File: src/rtl/date_time_counter_if.sv
// Control and field bus of the calendar/clock counter.
// The slave side is the counter itself; the master side drives ticks and loads.
interface date_time_counter_if;
    logic       tick;
    logic       enable;
    logic       load;
    logic [2:0] load_sel;
    logic [5:0] load_data;
    logic [5:0] sec;
    logic [5:0] min;
    logic [4:0] hour;
    logic [4:0] date;
    logic [3:0] month;
    logic [2:0] day;
    logic [5:0] year;
    logic       done;
    logic       day_roll;
    logic       load_err;

    modport slave (
        input  tick, enable, load, load_sel, load_data,
        output sec, min, hour, date, month, day, year, done, day_roll, load_err
    );

    modport master (
        output tick, enable, load, load_sel, load_data,
        input  sec, min, hour, date, month, day, year, done, day_roll, load_err
    );
endinterface

File: src/rtl/date_time_counter.sv
// Seconds-to-year calendar counter (years 2000-2063) with field loads,
// single-edge carry resolution and a rising-edge tick detector.
module date_time_counter (
    input  logic                 clk,
    input  logic                 clear_n,
    date_time_counter_if.slave   bus
);
    logic [5:0] sec_q,   sec_d;
    logic [5:0] min_q,   min_d;
    logic [4:0] hour_q,  hour_d;
    logic [4:0] date_q,  date_d;
    logic [3:0] month_q, month_d;
    logic [2:0] day_q,   day_d;
    logic [5:0] year_q,  year_d;
    logic       tick_prev_q;
    logic       done_q,  done_d;
    logic       roll_q,  roll_d;
    logic       err_q,   err_d;

    logic       tick_acc;
    logic [4:0] dim_cur;
    logic [4:0] dim_ld;
    logic [5:0] ld;

    function automatic logic [4:0] dim_f(input logic [3:0] m, input logic [5:0] y);
        case (m)
            4'd4, 4'd6, 4'd9, 4'd11: dim_f = 5'd30;
            4'd2:                    dim_f = (y[1:0] == 2'b00) ? 5'd29 : 5'd28;
            default:                 dim_f = 5'd31;
        endcase
    endfunction

    assign ld       = bus.load_data;
    assign dim_cur  = dim_f(month_q, year_q);
    assign tick_acc = bus.tick & ~tick_prev_q & bus.enable & ~bus.load;

    always_comb begin
        sec_d   = sec_q;
        min_d   = min_q;
        hour_d  = hour_q;
        date_d  = date_q;
        month_d = month_q;
        day_d   = day_q;
        year_d  = year_q;
        dim_ld  = dim_cur;
        done_d  = 1'b0;
        roll_d  = 1'b0;
        err_d   = 1'b0;
        if (bus.load) begin
            case (bus.load_sel)
                3'd0: if (ld < 6'd60) sec_d = ld; else err_d = 1'b1;
                3'd1: if (ld < 6'd60) min_d = ld; else err_d = 1'b1;
                3'd2: if (ld[4:0] < 5'd24) hour_d = ld[4:0]; else err_d = 1'b1;
                3'd3: if (ld[4:0] != 5'd0 && ld[4:0] <= dim_cur) date_d = ld[4:0];
                      else err_d = 1'b1;
                3'd4: begin
                    // Month change may shorten the month: clamp date on the same edge.
                    if (ld[3:0] != 4'd0 && ld[3:0] <= 4'd12) begin
                        month_d = ld[3:0];
                        dim_ld  = dim_f(ld[3:0], year_q);
                        if (date_q > dim_ld) date_d = dim_ld;
                    end else begin
                        err_d = 1'b1;
                    end
                end
                3'd5: if (ld[2:0] != 3'd7) day_d = ld[2:0]; else err_d = 1'b1;
                3'd6: begin
                    year_d = ld;
                    dim_ld = dim_f(month_q, ld);
                    if (date_q > dim_ld) date_d = dim_ld;
                end
                default: err_d = 1'b1;
            endcase
        end else if (tick_acc) begin
            done_d = 1'b1;
            if (sec_q != 6'd59) sec_d = sec_q + 6'd1;
            else begin
                sec_d = 6'd0;
                if (min_q != 6'd59) min_d = min_q + 6'd1;
                else begin
                    min_d = 6'd0;
                    if (hour_q != 5'd23) hour_d = hour_q + 5'd1;
                    else begin
                        hour_d = 5'd0;
                        roll_d = 1'b1;
                        day_d  = (day_q == 3'd6) ? 3'd0 : day_q + 3'd1;
                        if (date_q < dim_cur) date_d = date_q + 5'd1;
                        else begin
                            date_d = 5'd1;
                            if (month_q != 4'd12) month_d = month_q + 4'd1;
                            else begin
                                month_d = 4'd1;
                                year_d  = year_q + 6'd1;
                            end
                        end
                    end
                end
            end
        end
    end

    // Detector resets to "seen high" so a tick held across reset release is not counted.
    always_ff @(posedge clk or negedge clear_n) begin
        if (!clear_n) begin
            sec_q       <= 6'd0;
            min_q       <= 6'd0;
            hour_q      <= 5'd0;
            date_q      <= 5'd1;
            month_q     <= 4'd1;
            day_q       <= 3'd6;
            year_q      <= 6'd0;
            tick_prev_q <= 1'b1;
            done_q      <= 1'b0;
            roll_q      <= 1'b0;
            err_q       <= 1'b0;
        end else begin
            sec_q       <= sec_d;
            min_q       <= min_d;
            hour_q      <= hour_d;
            date_q      <= date_d;
            month_q     <= month_d;
            day_q       <= day_d;
            year_q      <= year_d;
            tick_prev_q <= bus.tick;
            done_q      <= done_d;
            roll_q      <= roll_d;
            err_q       <= err_d;
        end
    end

    assign bus.sec      = sec_q;
    assign bus.min      = min_q;
    assign bus.hour     = hour_q;
    assign bus.date     = date_q;
    assign bus.month    = month_q;
    assign bus.day      = day_q;
    assign bus.year     = year_q;
    assign bus.done     = done_q;
    assign bus.day_roll = roll_q;
    assign bus.load_err = err_q;
endmodule

File: src/flat_wrapper.sv
// flat-port wrapper written by rule: the top's interface ports become plain ports
module date_time_counter_flat 
  (clk, clear_n, bus_tick, bus_enable, bus_load, bus_load_sel, bus_load_data, bus_sec, bus_min, bus_hour, bus_date, bus_month, bus_day, bus_year, bus_done, bus_day_roll, bus_load_err);
  date_time_counter_if bus_i ();
  input  logic clk;
  input  logic clear_n;
  input wire logic [$bits(bus_i.tick)-1:0] bus_tick;
  input wire logic [$bits(bus_i.enable)-1:0] bus_enable;
  input wire logic [$bits(bus_i.load)-1:0] bus_load;
  input wire logic [$bits(bus_i.load_sel)-1:0] bus_load_sel;
  input wire logic [$bits(bus_i.load_data)-1:0] bus_load_data;
  output wire logic [$bits(bus_i.sec)-1:0] bus_sec;
  output wire logic [$bits(bus_i.min)-1:0] bus_min;
  output wire logic [$bits(bus_i.hour)-1:0] bus_hour;
  output wire logic [$bits(bus_i.date)-1:0] bus_date;
  output wire logic [$bits(bus_i.month)-1:0] bus_month;
  output wire logic [$bits(bus_i.day)-1:0] bus_day;
  output wire logic [$bits(bus_i.year)-1:0] bus_year;
  output wire logic [$bits(bus_i.done)-1:0] bus_done;
  output wire logic [$bits(bus_i.day_roll)-1:0] bus_day_roll;
  output wire logic [$bits(bus_i.load_err)-1:0] bus_load_err;
  assign bus_i.tick = bus_tick;
  assign bus_i.enable = bus_enable;
  assign bus_i.load = bus_load;
  assign bus_i.load_sel = bus_load_sel;
  assign bus_i.load_data = bus_load_data;
  assign bus_sec = bus_i.sec;
  assign bus_min = bus_i.min;
  assign bus_hour = bus_i.hour;
  assign bus_date = bus_i.date;
  assign bus_month = bus_i.month;
  assign bus_day = bus_i.day;
  assign bus_year = bus_i.year;
  assign bus_done = bus_i.done;
  assign bus_day_roll = bus_i.day_roll;
  assign bus_load_err = bus_i.load_err;
  date_time_counter u_core (.clk(clk), .clear_n(clear_n), .bus(bus_i));
endmodule
File: config.mk
export PLATFORM = sky130hd
export DESIGN_NAME = date_time_counter_flat
export DESIGN_NICKNAME = d
export VERILOG_FILES = /design/src/rtl/date_time_counter_if.sv /design/src/rtl/date_time_counter.sv /design/src/flat_wrapper.sv
export SDC_FILE = /design/constraint.sdc
export NUM_CORES = 1
export LEC_CHECK = 0
export ABC_CLOCK_PERIOD_IN_PS = 3500
export CAP_MARGIN = 0
export CORE_ASPECT_RATIO = 1.2
export CORE_MARGIN = 2
export CORE_UTILIZATION = 55
export CTS_BUF_LIST = sky130_fd_sc_hd__clkbuf_4
export DETAILED_ROUTE_END_ITERATION = 8
export HOLD_SLACK_MARGIN = 0.03
export PLACE_DENSITY = 0.84
export SYNTH_ARGS = -nofsm -noshare
export SYNTH_HDL_FRONTEND = slang
export SYNTH_SLANG_ARGS = --single-unit
File: constraint.sdc
create_clock -name clk -period 3.5 [get_ports clk]
set_input_delay 0.35 -clock clk [delete_from_list [all_inputs] [get_ports clk]]
set_output_delay 0.35 -clock clk [all_outputs]
set_load 0.005 [all_outputs]
Word level (Yosys, flattened, before mapping)

Index checks and enable logic that the tools add are counted.

Bits of input ports: 14
Output and inout port bits: 38
Logic and storage cells: 167
Flip-flop bits (word level): 39

Mux-type cells: 77
Add/sub/neg operators: 7
Bitwise logic cells: 5
Reduce and logical (&&, ||, !) cells: 18
Magnitude comparators: 7
Equal/unequal tests: 42

Operators with widths:

| kind                                                                    | number |
|---|---|
| 5-bit 2-to-1 mux                                                        | 22 |
| 6-bit 2-to-1 mux                                                        | 18 |
| 4-bit 2-to-1 mux                                                        | 9 |
| 5-bit one-hot mux with 2 select lines                                   | 3 |
| 3-bit 2-to-1 mux                                                        | 8 |
| 2-bit by 1-bit inequality test with 1-bit output, second input constant | 10 |
| 6-bit by 1-bit adder with 6-bit output, second input constant           | 3 |
| 4-bit by 3-bit == test with 1-bit output, second input constant         | 4 |
| 4-bit == test, second input constant                                    | 4 |
| 1-bit 2-to-1 mux                                                        | 15 |
| 5-bit one-hot mux with 3 select lines                                   | 1 |
| 7-bit AND reduction                                                     | 2 |
| 3-bit == test, second input constant                                    | 4 |
| 3-bit by 2-bit inequality test with 1-bit output, second input constant | 4 |
| 6-bit inequality test, second input constant                            | 2 |
| 5-bit by 1-bit adder with 5-bit output, second input constant           | 2 |
| 5-bit > comparator                                                      | 2 |
| 2-bit inequality test, second input constant                            | 5 |
| 9-bit AND reduction                                                     | 1 |
| 4-bit by 2-bit == test with 1-bit output, second input constant         | 2 |
| 4-bit OR reduction                                                      | 2 |
| 3-bit by 2-bit == test with 1-bit output, second input constant         | 2 |
| 6-bit < comparator, second input constant                               | 1 |
| 1-bit one-hot mux with 6 select lines                                   | 1 |
| other kinds (24)                                                        | 29 |

Depth between registers and ports, before layout

Word-level depth: 11
Depth in mapped cells: 12

Least setup slack after synthesis

No wires, ideal clock.

Path type: reg-to-reg
Start point: register u_core.month_q[0], in the netlist u_core.bus.month[0]
End point: register u_core.date_q[2], in the netlist u_core.bus.date[2]
Period minus slack after synthesis: 2.574 ns
Path slack: 0.926 ns
Cell stages (with the launch flop): 13
Arrival: 2.453 ns
Library setup time: 0.121 ns
Required time: 3.379 ns
Path buffers: 0
Cell sequence: dfstp_2 -> inv_1 -> ha_1 -> nor3b_1 -> o21ai_0 -> and2_1 -> ha_1 -> nand3_1 -> nand2_1 -> a21oi_1 -> o21ai_2 -> or3_1 -> a22o_1

Cells in the longest elaborated chain, start to end: 10
Elaborated cells on any way between the ends: 23

RTL lines:

| item                                                                      | RTL line                 | source |
|---|---|---|
| start: declaration                                                        | date_time_counter.sv:12  | `logic [3:0] month_q, month_d;` |
| start signal: assignment                                                  | date_time_counter.sv:121 | `month_q <= month_d;` |
| 4-bit by 3-bit == test with 1-bit output or 4-bit == test (tied branches) | date_time_counter.sv:26  | `case (m)` |
| 4-bit OR reduction                                                        | date_time_counter.sv:26  |  |
| 5-bit one-hot mux with 2 select lines                                     | date_time_counter.sv:26  |  |
| 5-bit < comparator                                                        | date_time_counter.sv:87  | `if (date_q < dim_cur) date_d = date_q + 5'd1;` |
| 5-bit 2-to-1 mux                                                          | date_time_counter.sv:87  |  |
| 5-bit 2-to-1 mux                                                          | date_time_counter.sv:82  | `if (hour_q != 5'd23) hour_d = hour_q + 5'd1;` |
| 5-bit 2-to-1 mux                                                          | date_time_counter.sv:79  | `if (min_q != 6'd59) min_d = min_q + 6'd1;` |
| 5-bit 2-to-1 mux                                                          | date_time_counter.sv:76  | `if (sec_q != 6'd59) sec_d = sec_q + 6'd1;` |
| 5-bit 2-to-1 mux                                                          | date_time_counter.sv:74  | `end else if (tick_acc) begin` |
| 5-bit 2-to-1 mux                                                          | date_time_counter.sv:49  | `if (bus.load) begin` |
| end signal: assignment                                                    | date_time_counter.sv:120 | `date_q <= date_d;` |
| end: declaration                                                          | date_time_counter.sv:11  | `logic [4:0] date_q, date_d;` |

Several ways; a longest one is shown, not always the timed one. The select of a mux whose other input is x is not followed.
A chain may end at the register's enable or synchronous reset.

Worst setup path after layout

Start point: register u_core.month_q[0], in the netlist u_core.bus.month[0]
End point: register u_core.date_q[1], in the netlist u_core.bus.date[1]

Same word-level chain as after synthesis.

==> results_dict.tcl <==
set metrics [dict create \
    outcome "complete, no violations" \
    slew-limit-headroom_pct 39.7 \
    postRouteAntennaNets 0 \
    coreArea_um2 5230 \
    syn_area_per_cell_um2 8.72 \
    worstReg2RegStart "u_core.bus.month[0]$_DFFE_PN1P_" \
    clk_pin_slew_ps 130 \
    path_class "reg -> reg" \
    arrival_ps 3140 \
    grt_max_degree 40 \
    mostFrequentLayoutCells "clkdlybuf4s50_1 (50), nand2_1 (38), dfrtp_1 (34)" \
    area_growth_pct 20.4 \
    grtUsageTotal_pct 27.0 \
    grt_pass1_vias 2675 \
    fin_crit_ps 2890 \
    num_vias 2837 \
    final_common_cell "clkdlybuf4s50_1" \
    wl_um 7700 \
    hold_path.class "in -> async" \
    detail_route.wl_per_cell_um 17.3 \
    start_kind "flip-flop" \
    drv_cap 0 \
    tns_ps 0 \
    synth_seq_area_share_pct 33.6 \
    maxSlewViolCount 0 \
    hold_viol 0 \
    numCtsBuffers 5 \
    dieArea_um2 5920 \
    hold_buffers 0 \
    insertion_delay_ps 350 \
    drt-pass1-iter-count 5 \
    synth_flop_cell "dfrtp_1" \
    finClkSkew_ps 17.8 \
    antenna_found_initial 0 \
    rsz0062_at_grt "no" \
    finalWorstSetupSlack_ps 611 \
    worstMarginPinSlew_ps 904 \
    grt_overflow 0 \
    end_kind "flip-flop" \
    place_ws_ps 577 \
    place_hpwl_um 5540 \
    required_ps 3760 \
    num_io_pins 52 \
    worstPathMaxFanout 6 \
    max_freq_mhz 346 \
    syn_area_um2 2920 \
    placementRows 29 \
    root_buffer "clkbuf_4" \
    grt_pass1_wl_um 13000 \
    async_reset_ff_share_pct 100 \
    initial_core_util_pct 55.9 \
    powerDensity_nw_per_um2 469 \
    gp_congestion 0.928 \
    synth_seq_cells 39 \
    drc 0 \
    drt_iter0_drc 160 \
    synthDistinctLibCells 70 \
    die_w_um 70.5 \
    tritoncts "built" \
    htree_levels 2 \
    clockBufferDepth 2 \
    finalSetupViolations 0 \
    drive_gt1_share_pct 12.0 \
    n_fill_cell 450 \
    reg2regPathDepth 12 \
    p_leak_nw 1.45 \
    cts-resized-gates 0 \
    post_drt_via_cell_ratio 6.38 \
    final_nets 413 \
    fin_crit_sh_pct 82.5 \
    syn_inst 335 \
    cts_num_sinks 39 \
    portBuffers 51 \
    synth_edf_count 0 \
    antennaDiodeCount 0 \
    die_h_um 83.9 \
    ir_drop_uv 328 \
    crit_start "u_core.bus.month[0]$_DFFE_PN1P_" \
    yosysWarnings 0 \
    post_cts.repair.setup_buffers 0 \
    syn_nets 365 \
]
[worst paths after layout]
kind | to | slack (ps)
setup / recovery | u_core.bus.date[1]$_DFFE_PN0P_ | 610
hold / removal | u_core.bus.year[3]$_DFFE_PN0P_ | 110
setup reg to reg | u_core.bus.date[1]$_DFFE_PN0P_ | 610
hold reg to reg | u_core.bus.month[0]$_DFFE_PN1P_ | 530
max in group asynchronous | u_core.bus.done$_DFF_PN0_ | 2810
min in group clk | u_core.tick_prev_q$_DFF_PN1_ | 430
[worst max-delay path, cell delays in order (launching register included)]
cell	delay, ps
dfstp_2	420
inv_1	100
ha_1	170
nor3b_1	450
o21ai_0	200
and2_1	200
ha_1	260
nand3_1	80
nand2_1	60
a21oi_1	160
o21ai_2	120
nor2_2	210
mux2_2	360
[where the power goes]
part	internal, W	switching, W
logic	0.000391	0.000327
clock network	0.0000715	0.000157
registers	0.000560	0.000145
[cell usage after synthesis (4+ instances only)]
| cell type | n | area, um^2 |
|---|---|---|
| nor2_1 | 18 | 67.6 |
| clkbuf_1 | 7 | 26.3 |
| dfrtp_1 | 34 | 851 |
| nand3_1 | 17 | 85.1 |
| a22oi_1 | 6 | 45.0 |
| o211ai_1 | 4 | 30.0 |
| nor3_1 | 8 | 40.0 |
| buf_2 | 4 | 20.0 |
| nor4_1 | 4 | 25.0 |
| a211oi_1 | 5 | 37.5 |
| o31ai_1 | 7 | 52.6 |
| nand2_1 | 38 | 143 |
| dfstp_2 | 5 | 131 |
| o221ai_1 | 4 | 35.0 |
| a31oi_1 | 10 | 62.6 |
| a21oi_1 | 15 | 75.1 |
| nor2b_1 | 4 | 25.0 |
| a211o_1 | 5 | 43.8 |
| and3_1 | 7 | 43.8 |
| inv_1 | 17 | 63.8 |
| ha_1 | 16 | 200 |
| o21ai_0 | 32 | 160 |
| mux2_2 | 4 | 45.0 |
| or2_2 | 4 | 25.0 |
[layer usage]
layer,up-vias,share of wire (%),global-route usage [%],wire (um)
met3,11,5.6,3.99,434
li1,1346,-,-,-
met1,1386,43,37.6,3330
met5,-,0,0,0
met2,94,50,44.0,3830
met4,0,1.3,7.55,99
[layout make-up]
class | instances | area (um^2) | area share [%]
tap | 62 | 77.6 | 2.20
clock buffer | 5 | 37.5 | 1.07
timing repair buffer | 56 | 543 | 15.4
sequential | 39 | 982 | 27.9
clock inverter | 2 | 8.76 | 0.249
multi-input combinational | 264 | 1810 | 51.3
inverter | 17 | 63.8 | 1.81
[kinds of logic after synthesis]
family / after synthesis / share of synthesized area, %
compound gates: 115 / 28.3
flops: 39 / 33.6
fa+ha+maj: 16 / 6.85
simple gates: 128 / 24.8
mux: 5 / 1.88
buf+inv: 32 / 4.58
[registers in the layout (all words and copies together), names as in the netlist]
| register | flops |
|---|---|
| u_core.bus.load_err | 1 |
| u_core.bus.min | 6 |
| u_core.bus.day_roll | 1 |
| u_core.bus.month | 4 |
| u_core.bus.sec | 6 |
| u_core.bus.hour | 5 |
| u_core.bus.day | 3 |
| u_core.bus.year | 6 |
| u_core.tick_prev_q | 1 |
| u_core.bus.date | 5 |
| u_core.bus.done | 1 |
[per-stage QoR]
stage          util (%)  hold slack, ps  power, W  area, um^2  cells
2_1_floorplan         -            54.4   0.00109        2920    335
3_3_place_gp       66.5             497   0.00140        3470    438
3_5_place_dp       66.5             517   0.00143        3470    438
4_1_cts            67.4             142   0.00165        3520    445
5_1_grt            67.4             164   0.00177        3520    445
6_report           67.4             114   0.00165        3520    445
Power figures use the tool's default switching activity.
